**config.mk**
```make
export PLATFORM = sky130hd
export DESIGN_NAME = ex_stage_exec
export DESIGN_NICKNAME = d
export VERILOG_FILES = /design/src/rtl/ex_stage_exec.sv
export SDC_FILE = /design/constraint.sdc
export NUM_CORES = 1
export LEC_CHECK = 0
export ABC_CLOCK_PERIOD_IN_PS = 11350
export CORE_MARGIN = 2
export CORE_UTILIZATION = 25
export DETAILED_ROUTE_END_ITERATION = 6
export DONT_BUFFER_PORTS = 1
export HOLD_SLACK_MARGIN = 0.06
export PLACE_DENSITY_LB_ADDON = 0.08
export SLEW_MARGIN = 30
export SYNTH_ARGS = -nofsm -noshare
export SYNTH_HDL_FRONTEND = slang
export SYNTH_SLANG_ARGS = --single-unit
```
**constraint.sdc**
```tcl
create_clock -name clk -period 11.35 [get_ports clk]
set_clock_uncertainty 0.2 [all_clocks]
set_input_delay 1.135 -clock clk [delete_from_list [all_inputs] [get_ports clk]]
set_output_delay 1.135 -clock clk [all_outputs]
set_load 0.03 [all_outputs]
```
**src/rtl/ex_stage_exec.sv**
```systemverilog
// Execute stage: single-cycle ALU plus iterative radix-2 MUL/DIV/REM behind valid/ready handshakes.
// Optional EX_PERF_CNT_EN adds a saturating stall_cycles counter output.
module ex_stage_exec #(
  parameter int DATA_W = 32,
  parameter int REG_AW = 5
) (
  input  logic              clk,
  input  logic              reset,
  input  logic              in_valid,
  output logic              in_ready,
  input  logic [5:0]        opcode_in,
  input  logic [DATA_W-1:0] rs_data_in,
  input  logic [DATA_W-1:0] rt_data_in,
  input  logic [REG_AW-1:0] rd_in,
  input  logic [DATA_W-1:0] imm_in,
  input  logic              flush,
  output logic              out_valid,
  input  logic              out_ready,
  output logic [DATA_W-1:0] result_out,
  output logic [REG_AW-1:0] rd_out,
  output logic              illegal_out,
`ifdef EX_PERF_CNT_EN
  output logic [31:0]       stall_cycles,
`endif
  output logic              busy
);

  localparam int CNT_W = (DATA_W > 1) ? $clog2(DATA_W) : 1;
  localparam logic [CNT_W-1:0] LAST_STEP = CNT_W'(DATA_W - 1);

  localparam logic [5:0] OP_NOP  = 6'h00;
  localparam logic [5:0] OP_ADD  = 6'h01;
  localparam logic [5:0] OP_SUB  = 6'h02;
  localparam logic [5:0] OP_AND  = 6'h03;
  localparam logic [5:0] OP_OR   = 6'h04;
  localparam logic [5:0] OP_ADDI = 6'h05;
  localparam logic [5:0] OP_MUL  = 6'h10;
  localparam logic [5:0] OP_DIV  = 6'h11;
  localparam logic [5:0] OP_REM  = 6'h12;

  typedef enum logic {IDLE, BUSY} state_t;
  typedef enum logic [1:0] {K_MUL, K_DIV, K_REM} kind_t;

  state_t            state;
  kind_t             kind;
  kind_t             new_kind;
  logic [CNT_W-1:0]  count;
  logic [DATA_W-1:0] acc;
  logic [DATA_W-1:0] op_a;
  logic [DATA_W-1:0] op_b;
  logic [REG_AW-1:0] multi_rd;

  logic              accept;
  logic              is_nop;
  logic              is_multi;
  logic              alu_illegal;
  logic [DATA_W-1:0] alu_result;

  logic [DATA_W-1:0] mul_acc_next;
  logic [DATA_W:0]   div_shift;
  logic [DATA_W:0]   div_diff;
  logic              div_ge;
  logic [DATA_W-1:0] div_rem_next;
  logic [DATA_W-1:0] div_quot_next;
  logic [DATA_W-1:0] step_result;

  assign in_ready = (state == IDLE) && (!out_valid || out_ready) && !flush;
  assign accept   = in_valid && in_ready;
  assign busy     = (state == BUSY);

  always_comb begin
    alu_result  = '0;
    alu_illegal = 1'b0;
    is_nop      = 1'b0;
    is_multi    = 1'b0;
    new_kind    = K_MUL;
    case (opcode_in)
      OP_NOP:  is_nop = 1'b1;
      OP_ADD:  alu_result = rs_data_in + rt_data_in;
      OP_SUB:  alu_result = rs_data_in - rt_data_in;
      OP_AND:  alu_result = rs_data_in & rt_data_in;
      OP_OR:   alu_result = rs_data_in | rt_data_in;
      OP_ADDI: alu_result = rs_data_in + imm_in;
      OP_MUL:  is_multi = 1'b1;
      OP_DIV: begin
        is_multi = 1'b1;
        new_kind = K_DIV;
      end
      OP_REM: begin
        is_multi = 1'b1;
        new_kind = K_REM;
      end
      default: alu_illegal = 1'b1;
    endcase
  end

  // acc is the product for MUL and the partial remainder for DIV/REM; op_a shifts the
  // multiplicand left or the dividend out / quotient in. A zero divisor naturally yields
  // all-ones quotient and remainder equal to the dividend.
  always_comb begin
    mul_acc_next  = acc + (op_b[0] ? op_a : '0);
    div_shift     = {acc, op_a[DATA_W-1]};
    div_diff      = div_shift - {1'b0, op_b};
    div_ge        = !div_diff[DATA_W];
    div_rem_next  = div_ge ? div_diff[DATA_W-1:0] : div_shift[DATA_W-1:0];
    div_quot_next = {op_a[DATA_W-2:0], div_ge};
    case (kind)
      K_DIV:   step_result = div_quot_next;
      K_REM:   step_result = div_rem_next;
      default: step_result = mul_acc_next;
    endcase
  end

  always_ff @(posedge clk) begin
    if (!reset) begin
      state       <= IDLE;
      kind        <= K_MUL;
      count       <= '0;
      acc         <= '0;
      op_a        <= '0;
      op_b        <= '0;
      multi_rd    <= '0;
      out_valid   <= 1'b0;
      result_out  <= '0;
      rd_out      <= '0;
      illegal_out <= 1'b0;
    end else begin
      if (out_valid && out_ready)
        out_valid <= 1'b0;
      case (state)
        IDLE: begin
          if (accept && is_multi) begin
            state    <= BUSY;
            kind     <= new_kind;
            count    <= '0;
            acc      <= '0;
            op_a     <= rs_data_in;
            op_b     <= rt_data_in;
            multi_rd <= rd_in;
          end else if (accept && !is_nop) begin
            result_out  <= alu_result;
            rd_out      <= rd_in;
            illegal_out <= alu_illegal;
            out_valid   <= 1'b1;
          end
        end
        BUSY: begin
          if (flush) begin
            state <= IDLE;
          end else begin
            count <= count + 1'b1;
            if (kind == K_MUL) begin
              acc  <= mul_acc_next;
              op_a <= op_a << 1;
              op_b <= op_b >> 1;
            end else begin
              acc  <= div_rem_next;
              op_a <= div_quot_next;
            end
            // Output register is empty here: entry to BUSY required it empty or draining.
            if (count == LAST_STEP) begin
              state       <= IDLE;
              result_out  <= step_result;
              rd_out      <= multi_rd;
              illegal_out <= 1'b0;
              out_valid   <= 1'b1;
            end
          end
        end
        default: state <= IDLE;
      endcase
    end
  end

`ifdef EX_PERF_CNT_EN
  always_ff @(posedge clk) begin
    if (!reset)
      stall_cycles <= '0;
    else if (in_valid && !in_ready && (stall_cycles != 32'hFFFF_FFFF))
      stall_cycles <= stall_cycles + 32'd1;
  end
`endif

endmodule

```
==> results of run 1 <==
kinds of logic (layout without fill, tap and decap cells):
family	after synthesis	after routing
compound gates	691	691
simple gates	572	572
buf+inv	180	122
flops	148	148
fa+ha+maj	111	111
mux	93	93
xor+xnor	76	76
final cells by class:
class                      instances  area (sq um)  share of cell area (%)
inverter                          67         252.7                   1.629
multi-input combinational       1543         10570                   68.13
tap                              756         945.9                   6.096
timing repair buffer              23         176.4                   1.137
clock buffer                      22         484.2                   3.120
clock inverter                    10         120.1                  0.7741
sequential                       148          2967                   19.12
flip-flops by register name, summed over array words and instances (netlist names):
| register | cells |
|---|---|
| result_out | 32 |
| kind | 2 |
| count | 5 |
| out_valid | 1 |
| rd_out | 5 |
| illegal_out | 1 |
| acc | 32 |
| op_a | 32 |
| multi_rd | 5 |
| busy | 1 |
| op_b | 32 |
through the flow:
step	worst slack, ns	area [sq um]	instances
after floorplan	5.823	14220	1871
after global placement	4.650	14900	2537
after detailed placement	4.520	14900	2537
after CTS	4.958	15510	2569
after global routing	4.593	15520	2569
final	4.906	15520	2569
power breakdown:
part	switching (uW)	internal [uW]	total, uW	leakage (uW)
logic	186	114	299	0.00426
clock network	263	349	613	0.000294
registers	30.5	531	561	0.00120
worst min path at each step:
stage,depth (start not counted),end,from
finish,2,multi_rd[2],multi_rd[2]
global route,2,multi_rd[0],multi_rd[0]
CTS,2,multi_rd[2],multi_rd[2]
detailed placement,2,multi_rd[2],multi_rd[2]
global placement,2,multi_rd[2],multi_rd[2]
floorplan,1,count[3],count[3]
routing by layer:
metal / track usage [%] / wire length (um)
met5: 0 / 13
met4: 4.920 / 970
met2: 29.90 / 25660
met3: 3.035 / 3284
met1: 31.57 / 32470
layout by cell type, fill, tap and decap left out, types with 11 or more instances in the layout:
| cell type | instances |
|---|---|
| o21a_1 | 23 |
| a211oi_1 | 85 |
| nand2b_1 | 12 |
| and2_1 | 43 |
| nand3_1 | 45 |
| buf_4 | 22 |
| o21ai_0 | 116 |
| xnor2_1 | 50 |
| nand2_1 | 140 |
| or3_1 | 12 |
| mux2i_1 | 85 |
| a31oi_1 | 24 |
| dfxtp_1 | 147 |
| o21bai_1 | 11 |
| inv_1 | 65 |
| nor3_1 | 42 |
| a221oi_1 | 17 |
| a21o_1 | 62 |
| nor2_1 | 174 |
| ha_1 | 108 |
| a221o_1 | 31 |
| a222oi_1 | 19 |
| o211ai_1 | 21 |
| a21oi_1 | 144 |
| o21ai_1 | 18 |
| a22oi_1 | 12 |
| xor2_1 | 26 |
| nor4_1 | 13 |
| and3_1 | 19 |
| clkbuf_16 | 17 |
worst register-to-register path, cell delays in order (launching register included):
cell and delay (ns):
dfxtp_1 0.31, buf_4 0.34, ha_1 0.26, inv_1 0.06
fa_1 0.43, a211oi_1 0.39, nor3_2 0.10, o21ai_1 0.38
a2111oi_4 0.18, o21ai_1 0.26, a21boi_2 0.22, nor2_4 0.44
buf_4 0.40, mux2_1 0.43, a31oi_1 0.39, o31ai_1 0.10
==> flow_metrics.env, run 1 <==
export IMPL_critPathLaunch="opcode_in[3]"
export IMPL_synth_sequential_area_ratio_pct=20.84
export IMPL_first_global_vias=13350
export IMPL_areaGrowthSynthToFinish_pct=9.134
export IMPL_report_final_hold_viol_count=0
export IMPL_worst_path_dominant_cell_family="compound AO/OA/AOI/OAI gates"
export IMPL_minimum_setup_slack_among_reg_to_reg_paths_ns=6.35
export IMPL_cts_hold_buffers_added=0
export IMPL_number_of_buffer_and_inverter_stages_on_the_critical_path=0
export IMPL_syn_cell_area_sq_um=14220
export IMPL_synth_largest_type_area_fraction_pct=20.84
export IMPL_drc=0
export IMPL_worst_ep_required_time_ns=11.53
export IMPL_rr_endpoint="result_out[20]"
export IMPL_syn_nets=2094
export IMPL_cts_buffer_depth=2
export IMPL_post_route_total_power_uw=1473
export IMPL_slew_headroom_pct=31.24
export IMPL_gp_congestion=0.8870
export IMPL_synth_xor_area_share_pct=4.681
export IMPL_yosys_area_share_adder_pct=9.926
export IMPL_rsz0062_at_grt="false"
export IMPL_worst_path_largest_cell_delay_ns=0.86
export IMPL_fmax_mhz=155.2
export IMPL_detailedRoute_firstIterationViolations=1000
export IMPL_timing_setup_critical_path_class="in2reg"
export IMPL_drt_first_pass_iters=7
export IMPL_ys_types=91
export IMPL_crit_path_end_kind="flop"
export IMPL_postSynth_asyncResetShare_pct=0
export IMPL_final_core_util_pct=27.57
export IMPL_start_kind="input port"
export IMPL_clkSlewWorstSetupHoldPaths_ns=0.07
export IMPL_tritoncts_buffer_count=17
export IMPL_worst_hold_slack_ns=0.2541
export IMPL_syn_area_per_cell_sq_um=7.599
export IMPL_max_vdd_ir_drop_v=0.00008895
export IMPL_cts_tree="yes"
export IMPL_filler_cell_count=6205
export IMPL_setup_viol=0
export IMPL_synth_most_common_cell="nor2_1"
export IMPL_crit_end="result_out[26]"
export IMPL_max_cap_violations=0
export IMPL_die_y_um=242.5
export IMPL_cts_sinks=148
export IMPL_floorplan_initialDensity_pct=25.27
export IMPL_worstMarginPinSlew_ns=1.028
export IMPL_yosys_top_cells_count="176 x nor2_1, 148 x dfxtp_1, 144 x a21oi_1, 142 x nand2_1, 116 x o21ai_0"
export IMPL_cts_root_buffer="clkbuf_16"
export IMPL_ioPinCount=153
export IMPL_wirelength_um=62400
export IMPL_hold_class="reg2reg"
export IMPL_path_cells="nor4_1 -> nand2b_2 -> nand2b_1 -> o21ai_0 -> a221o_1 -> ha_1 -> a21o_1 -> and2_1 -> nor3b_1 -> a21oi_1 -> a211oi_1 -> a211oi_1 -> o31ai_1 -> a21boi_0 -> a21oi_1 -> a31oi_1"
export IMPL_synth_compound_area_share_pct=33.64
export IMPL_totalNegativeSetupSlack_ns=0
export IMPL_dominant_cells_by_area_after_synthesis="dfxtp_1 21%, ha_1 9.5%, mux2i_1 6.0%"
export IMPL_worst_endpoint_arrival_ns=6.63
export IMPL_power_leakage_uw=0.005752
export IMPL_antenna_left=0
export IMPL_core_area_sq_um=56280
export IMPL_grt_overall_usage_pct=20.66
export IMPL_power_density_nw_per_um2=94.94
export IMPL_wl_per_cell_um=24.29
export IMPL_num_nets_final=2023
export IMPL_synth_top_family_by_area="compound AO/OA/AOI/OAI gates"
export IMPL_run_status="complete, no violations"
export IMPL_port_buffer_count=0
export IMPL_final_layout_size_suffix_gt1_share_pct=5.350
export IMPL_hpwl_um=50000
export IMPL_cp_max_stage_cell="nand2b_1"
export IMPL_cts_resized=0
export IMPL_post_cts_repair_setup_buffers=0
export IMPL_critical_path_max_fanout=46
export IMPL_final_period_minus_worst_setup_slack_ns=6.444
export IMPL_synthesized_netlist_cell_count=1871
export IMPL_core_rowCount=87
export IMPL_synthSimpleGateAreaFrac_pct=19.32
export IMPL_antenna_diode_count=0
export IMPL_cts_htree_levels=4
export IMPL_post_drt_via_cell_ratio=5.503
export IMPL_worstSetupPathDepth=16
export IMPL_yosys_most_used_dff="dfxtp_1"
export IMPL_die_area_sq_um=58800
export IMPL_timing_final_crit_share_pct=56.77
export IMPL_clkLatencyLatePin_ns=0.46
export IMPL_yosys_warnings=0
export IMPL_maximum_number_of_pins_on_one_net_before_global_route_repair=80
export IMPL_synth_mux_area_share_pct=6.617
export IMPL_timing_final_max_slew_violations=0
export IMPL_gr_total_overflow=0
export IMPL_grt_antenna_before_repair=1
export IMPL_r2r_path_start="op_b[0]"
export IMPL_synth_largest_area_cell="dfxtp_1"
export IMPL_die_w_um=242.5
export IMPL_synth_edf_count=0
export IMPL_grt_first_pass_wirelength_um=91620
export IMPL_reg2reg_depth=15
export IMPL_postSynthRegisterBits=148
export IMPL_detailroute_via_count=14140
Note: power is estimated with default switching activity, not from simulation.
==> inputs of run 2 (changes only) <==
Settings changed: ABC_CLOCK_PERIOD_IN_PS 11350 to 5380.
Clock period 11.35 ns to 5.38 ns, I/O delays scaled along.
==> flow_metrics.env, run 2 (synthesis gave the netlist of run 1 again) <==
export IMPL_detailroute_via_count=14450
export IMPL_hold_class="in2reg"
export IMPL_path_cells="inv_1 -> ha_1 -> or3b_1 -> or3_1 -> or3_1 -> nand2b_1 -> nor3b_1 -> a221o_1 -> ha_1 -> and4_1 -> nand2_1 -> a211o_1 -> and3_1 -> o31ai_1 -> buf_4 -> xnor2_1 -> o221ai_1 -> a211oi_1 -> nor3_1"
export IMPL_timing_setup_critical_path_class="in2reg"
export IMPL_die_y_um=242.5
export IMPL_areaGrowthSynthToFinish_pct=11.90
export IMPL_report_final_hold_viol_count=0
export IMPL_drt_first_pass_iters=6
export IMPL_maximum_number_of_pins_on_one_net_before_global_route_repair=100
export IMPL_layout_cells_most_common_list="173 x nor2_1, 147 x dfxtp_1, 144 x a21oi_1"
export IMPL_whs_path_depth=3
export IMPL_ioPinCount=153
export IMPL_timing_final_max_slew_violations=0
export IMPL_final_period_minus_worst_setup_slack_ns=5.006
export IMPL_worstMarginPinSlew_ns=0.9661
export IMPL_post_route_cell_area_sq_um=15910
export IMPL_grt_antenna_before_repair=1
export IMPL_filler_cell_count=6159
export IMPL_grt_first_pass_wirelength_um=94230
export IMPL_hpwl_um=50880
export IMPL_port_buffer_count=0
export IMPL_gp_congestion=0.8640
export IMPL_max_vdd_ir_drop_v=0.0002087
export IMPL_run_status="complete, no violations"
export IMPL_fmax_mhz=199.8
export IMPL_crit_path_end_kind="flop"
export IMPL_worst_path_largest_cell_delay_ns=0.45
export IMPL_num_nets_final=2071
export IMPL_power_leakage_uw=0.005977
export IMPL_final_cell_count_no_fill=2616
export IMPL_grt_overall_usage_pct=21.33
export IMPL_die_w_um=242.5
export IMPL_cts_buffer_depth=2
export IMPL_tritoncts_buffer_count=17
export IMPL_start_kind="input port"
export IMPL_slew_headroom_pct=35.35
export IMPL_wl_per_cell_um=24.45
export IMPL_gr_total_overflow=0
export IMPL_floorplan_initialDensity_pct=25.27
export IMPL_cp_max_stage_cell="or3_1"
export IMPL_detailedRoute_firstIterationViolations=1120
export IMPL_clkSlewWorstSetupHoldPaths_ns=0.08
export IMPL_layout_commonest_cell="nor2_1"
export IMPL_critPathLaunch="rt_data_in[0]"
export IMPL_worst_ep_required_time_ns=5.54
export IMPL_rsz0062_at_grt="false"
export IMPL_totalNegativeSetupSlack_ns=0
export IMPL_die_area_sq_um=58800
export IMPL_dpl_instance_area_sq_um=15200
export IMPL_post_cts_repair_setup_buffers=0
export IMPL_core_area_sq_um=56280
export IMPL_cts_htree_levels=4
export IMPL_timing_final_crit_share_pct=93.04
export IMPL_wirelength_um=63960
export IMPL_hold_start="opcode_in[1]"
export IMPL_cts_root_buffer="clkbuf_16"
export IMPL_cts_tree="yes"
export IMPL_reg2reg_depth=15
export IMPL_power_density_nw_per_um2=197.3
export IMPL_final_layout_size_suffix_gt1_share_pct=7.366
export IMPL_r2r_path_start="op_a[31]"
export IMPL_core_rowCount=87
export IMPL_post_drt_via_cell_ratio=5.523
export IMPL_antenna_diode_count=0
export IMPL_clkLatencyLatePin_ns=0.47
export IMPL_critical_path_max_fanout=6
export IMPL_drc=0
export IMPL_max_cap_violations=0
export IMPL_setup_viol=0
export IMPL_first_global_vias=13820
export IMPL_antenna_left=0
export IMPL_dp_cells=2575
export IMPL_worst_endpoint_arrival_ns=5.16
export IMPL_cts_sinks=148
run 2: through the flow:
stage	utilization, %	power, uW	worst slack [ns]	hold WS, ns
6_report	28.27	3140	0.3744	0.09633
5_1_grt	28.27	3269	0.01080	0.09269
4_1_cts	28.26	3167	0.2988	0.06145
3_5_place_dp	27.02	1874	-0.1919	0.2455
3_3_place_gp	27.00	1880	-0.1567	0.2413
2_1_floorplan	-	1669	0.4503	0.2238
run 2: repair_timing:
item                                    4_1_cts  5_1_grt
endpoints found under the setup margin        0        3
resized for setup                             0        1
hold endpoints to repair                     47        0
hold buffers                                 10        0
run 2: layer usage:
| metal | up-vias | wire length [um] | global-route usage [%] |
|---|---|---|---|
| met5 | - | 0 | 0 |
| met4 | 0 | 1747 | 6.881 |
| met3 | 69 | 3291 | 2.792 |
| met2 | 427 | 26170 | 31.03 |
| met1 | 6935 | 32750 | 32.00 |
| li1 | 7018 | - | - |
run 2: power breakdown:
part | internal [uW] | total [uW] | switching (uW)
clock | 700 | 1270 | 572
sequential | 1120 | 1180 | 64.5
combinational | 278 | 685 | 407
total | 2100 | 3140 | 1040
run 2: path summary, 6_finish.rpt:
path	to	slack, ns
worst max-delay path	result_out[21]	0.37
worst max register to register	result_out[3]	0.71
worst min-delay path	kind[0]	0.1
worst min register to register	multi_rd[2]	0.26
run 2: final cells by class:
cell class / instances / area (sq um) / share of cell area (%)
Tap cell: 756 / 945.9 / 5.945
Sequential cell: 148 / 2967 / 18.65
Clock inverter: 13 / 151.4 / 0.9516
Multi-Input combinational cell: 1543 / 10570 / 66.46
Clock buffer: 18 / 439.2 / 2.760
Timing Repair Buffer: 71 / 580.6 / 3.649
Inverter: 67 / 252.7 / 1.589
run 2: critical path: cells and delay by family:
| kind | cells | cell delay [ns] |
|---|---|---|
| AO/OA/AOI/OAI | 5 | 1.38 |
| AND/OR/NAND/NOR | 9 | 2.30 |
| buffers and inverters | 2 | 0.23 |
| XOR/XNOR | 1 | 0.12 |
| adder cells (fa/ha/maj) | 2 | 0.59 |
==> inputs of run 3 (changes only) <==
Settings changed: PLACE_DENSITY_LB_ADDON 0.08 to 0.05.
==> flow_metrics.env, run 3 (synthesis gave the netlist of run 1 again) <==
export IMPL_run_status="complete, but fails checks"
export IMPL_failed_checks="DRC"
export IMPL_combinational_share_of_power_pct=21.5
export IMPL_tritoncts_buffer_count=17
export IMPL_worst_ep_required_time_ns=5.51
export IMPL_dpl_worst_slack_ns=-0.1848
export IMPL_cts_buffer_depth=2
export IMPL_layout_cells_most_common_list="176 x nor2_1, 147 x dfxtp_1, 144 x a21oi_1"
export IMPL_clkLatencyLatePin_ns=0.45
export IMPL_hold_class="in2reg"
export IMPL_max_vdd_ir_drop_v=0.0002095
export IMPL_first_global_vias=13740
export IMPL_die_w_um=242.5
export IMPL_cts_tree="yes"
export IMPL_hpwl_um=51840
export IMPL_switching_share_pct=31.49
export IMPL_gr_total_overflow=0
export IMPL_max_cap_violations=0
export IMPL_drc=2
export IMPL_post_route_total_power_uw=3207
export IMPL_worstMarginPinSlew_ns=1.040
export IMPL_p_switching_uw=1010
export IMPL_timing_final_crit_share_pct=91.82
export IMPL_setup_viol=0
export IMPL_cts_htree_levels=4
export IMPL_wirelength_um=64340
export IMPL_clkSlewWorstSetupHoldPaths_ns=0.07
export IMPL_die_area_sq_um=58800
export IMPL_cts_sinks=148
export IMPL_gp_congestion=0.9066
export IMPL_crit_path_end_kind="flop"
export IMPL_report_final_hold_viol_count=0
export IMPL_detailroute_via_count=14330
export IMPL_core_area_sq_um=56280
export IMPL_detailedRoute_firstIterationViolations=1109
export IMPL_start_kind="input port"
export IMPL_core_rowCount=87
export IMPL_num_nets_final=2076
export IMPL_slew_headroom_pct=30.38
export IMPL_drt_first_pass_iters=7
export IMPL_maximum_number_of_pins_on_one_net_before_global_route_repair=53
export IMPL_wl_per_cell_um=24.53
export IMPL_layout_commonest_cell="nor2_1"
export IMPL_layout_setup_ws_ns=0.4398
export IMPL_power_sequential_fraction_pct=36.9
export IMPL_ioPinCount=153
export IMPL_timing_final_max_slew_violations=0
export IMPL_final_cell_count_no_fill=2623
export IMPL_rsz0062_at_grt="false"
export IMPL_antenna_left=0
export IMPL_minimum_setup_slack_among_reg_to_reg_paths_ns=0.86
export IMPL_critical_path_max_fanout=4
export IMPL_r2r_path_start="op_a[31]"
export IMPL_reg2reg_depth=15
export IMPL_worst_endpoint_arrival_ns=5.07
export IMPL_cts_root_buffer="clkbuf_16"
export IMPL_final_core_util_pct=28.43
export IMPL_p_int_uw=2197
export IMPL_filler_cell_count=6179
export IMPL_dp_cells=2582
export IMPL_power_leakage_uw=0.006040
export IMPL_power_density_nw_per_um2=200.4
export IMPL_timing_setup_critical_path_class="in2reg"
export IMPL_worst_hold_slack_ns=0.08866
export IMPL_final_period_minus_worst_setup_slack_ns=4.940
export IMPL_post_drt_via_cell_ratio=5.463
export IMPL_final_layout_size_suffix_gt1_share_pct=7.610
export IMPL_grt_overall_usage_pct=21.43
export IMPL_port_buffer_count=0
export IMPL_crit_end="result_out[21]"
export IMPL_floorplan_initialDensity_pct=25.27
export IMPL_die_y_um=242.5
export IMPL_grt_first_pass_wirelength_um=94650
export IMPL_fmax_mhz=202.4
export IMPL_grt_antenna_before_repair=3
export IMPL_critPathLaunch="rt_data_in[0]"
export IMPL_clkPwrFrac_pct=41.6
export IMPL_areaGrowthSynthToFinish_pct=12.53
export IMPL_rr_endpoint="result_out[20]"
==> run 3: cell count changes in the layout (fill, tap and decap cells not counted), sizes merged <==
cell,change
clkbuf,+4
clkinvlp,-3
diode,+1
bufinv,+1
buf,+7
inv,-1
dlygate4sd3,-2
==> run 3: area by class of cell <==
| cell class | instances | area, sq um | area share, % |
|---|---|---|---|
| Inverter | 67 | 252.7 | 1.580 |
| Clock buffer | 22 | 494.2 | 3.089 |
| Multi-Input combinational cell | 1543 | 10570 | 66.05 |
| Antenna cell | 1 | 2.502 | 0.01564 |
| Timing Repair Buffer | 76 | 625.6 | 3.910 |
| Sequential cell | 148 | 2967 | 18.54 |
| Clock inverter | 10 | 143.9 | 0.8993 |
| Tap cell | 756 | 945.9 | 5.912 |
==> run 3: worst min-delay path by stage <==
stage	startpoint	endpoint	cells past startpoint
after floorplan	count[3]	count[3]	1
after global placement	multi_rd[1]	multi_rd[1]	2
after detailed placement	count[3]	count[3]	1
after CTS	reset	result_out[24]	2
after global routing	reset	result_out[29]	2
final	reset	result_out[24]	2
==> run 3: power by group through the flow <==
stage	Clock (uW)	Sequential [uW]	Combinational, uW
floorplan	0	1190	477
global placement	0	1210	680
detailed placement	0	1210	675
CTS	1370	1180	692
global route	1410	1180	757
finish	1330	1180	690
==> run 3: timing repair <==
action / CTS / global route
setup endpoints to repair: 0 / 1
gates resized for setup: 0 / 2
hold buffers: 8 / 0
buffers inserted: 0 / 0
hold endpoints to repair: 45 / 0
==> run 3: per-layer routing <==
layer,vias to the layer above,global-route usage [%],wire length [um]
li1,7031,-,-
met3,43,2.958,3122
met1,6872,32.70,33620
met5,-,0,22
met2,380,30.98,26340
met4,4,5.592,1223
==> run 3: through the flow <==
| step | instance area, sq um | TNS (ns) |
|---|---|---|
| final | 16000 | 0 |
| after global routing | 16000 | 0 |
| after CTS | 15990 | 0 |
| after detailed placement | 15260 | -0.3865 |
| after global placement | 15260 | -0.3387 |
| after floorplan | 14220 | 0 |
==> run 3: worst max-delay path, stage by stage <==
cell	delay [ns]
inv_1	0.05
ha_1	0.19
or3b_1	0.42
or3_1	0.41
or3_1	0.44
nand2b_1	0.21
nor3b_1	0.16
a221o_1	0.28
ha_1	0.33
and4_1	0.28
nand2_1	0.07
a211o_1	0.26
and3_1	0.22
o31ai_1	0.41
xnor2_1	0.17
o221ai_1	0.26
a211oi_1	0.28
nor3_1	0.09
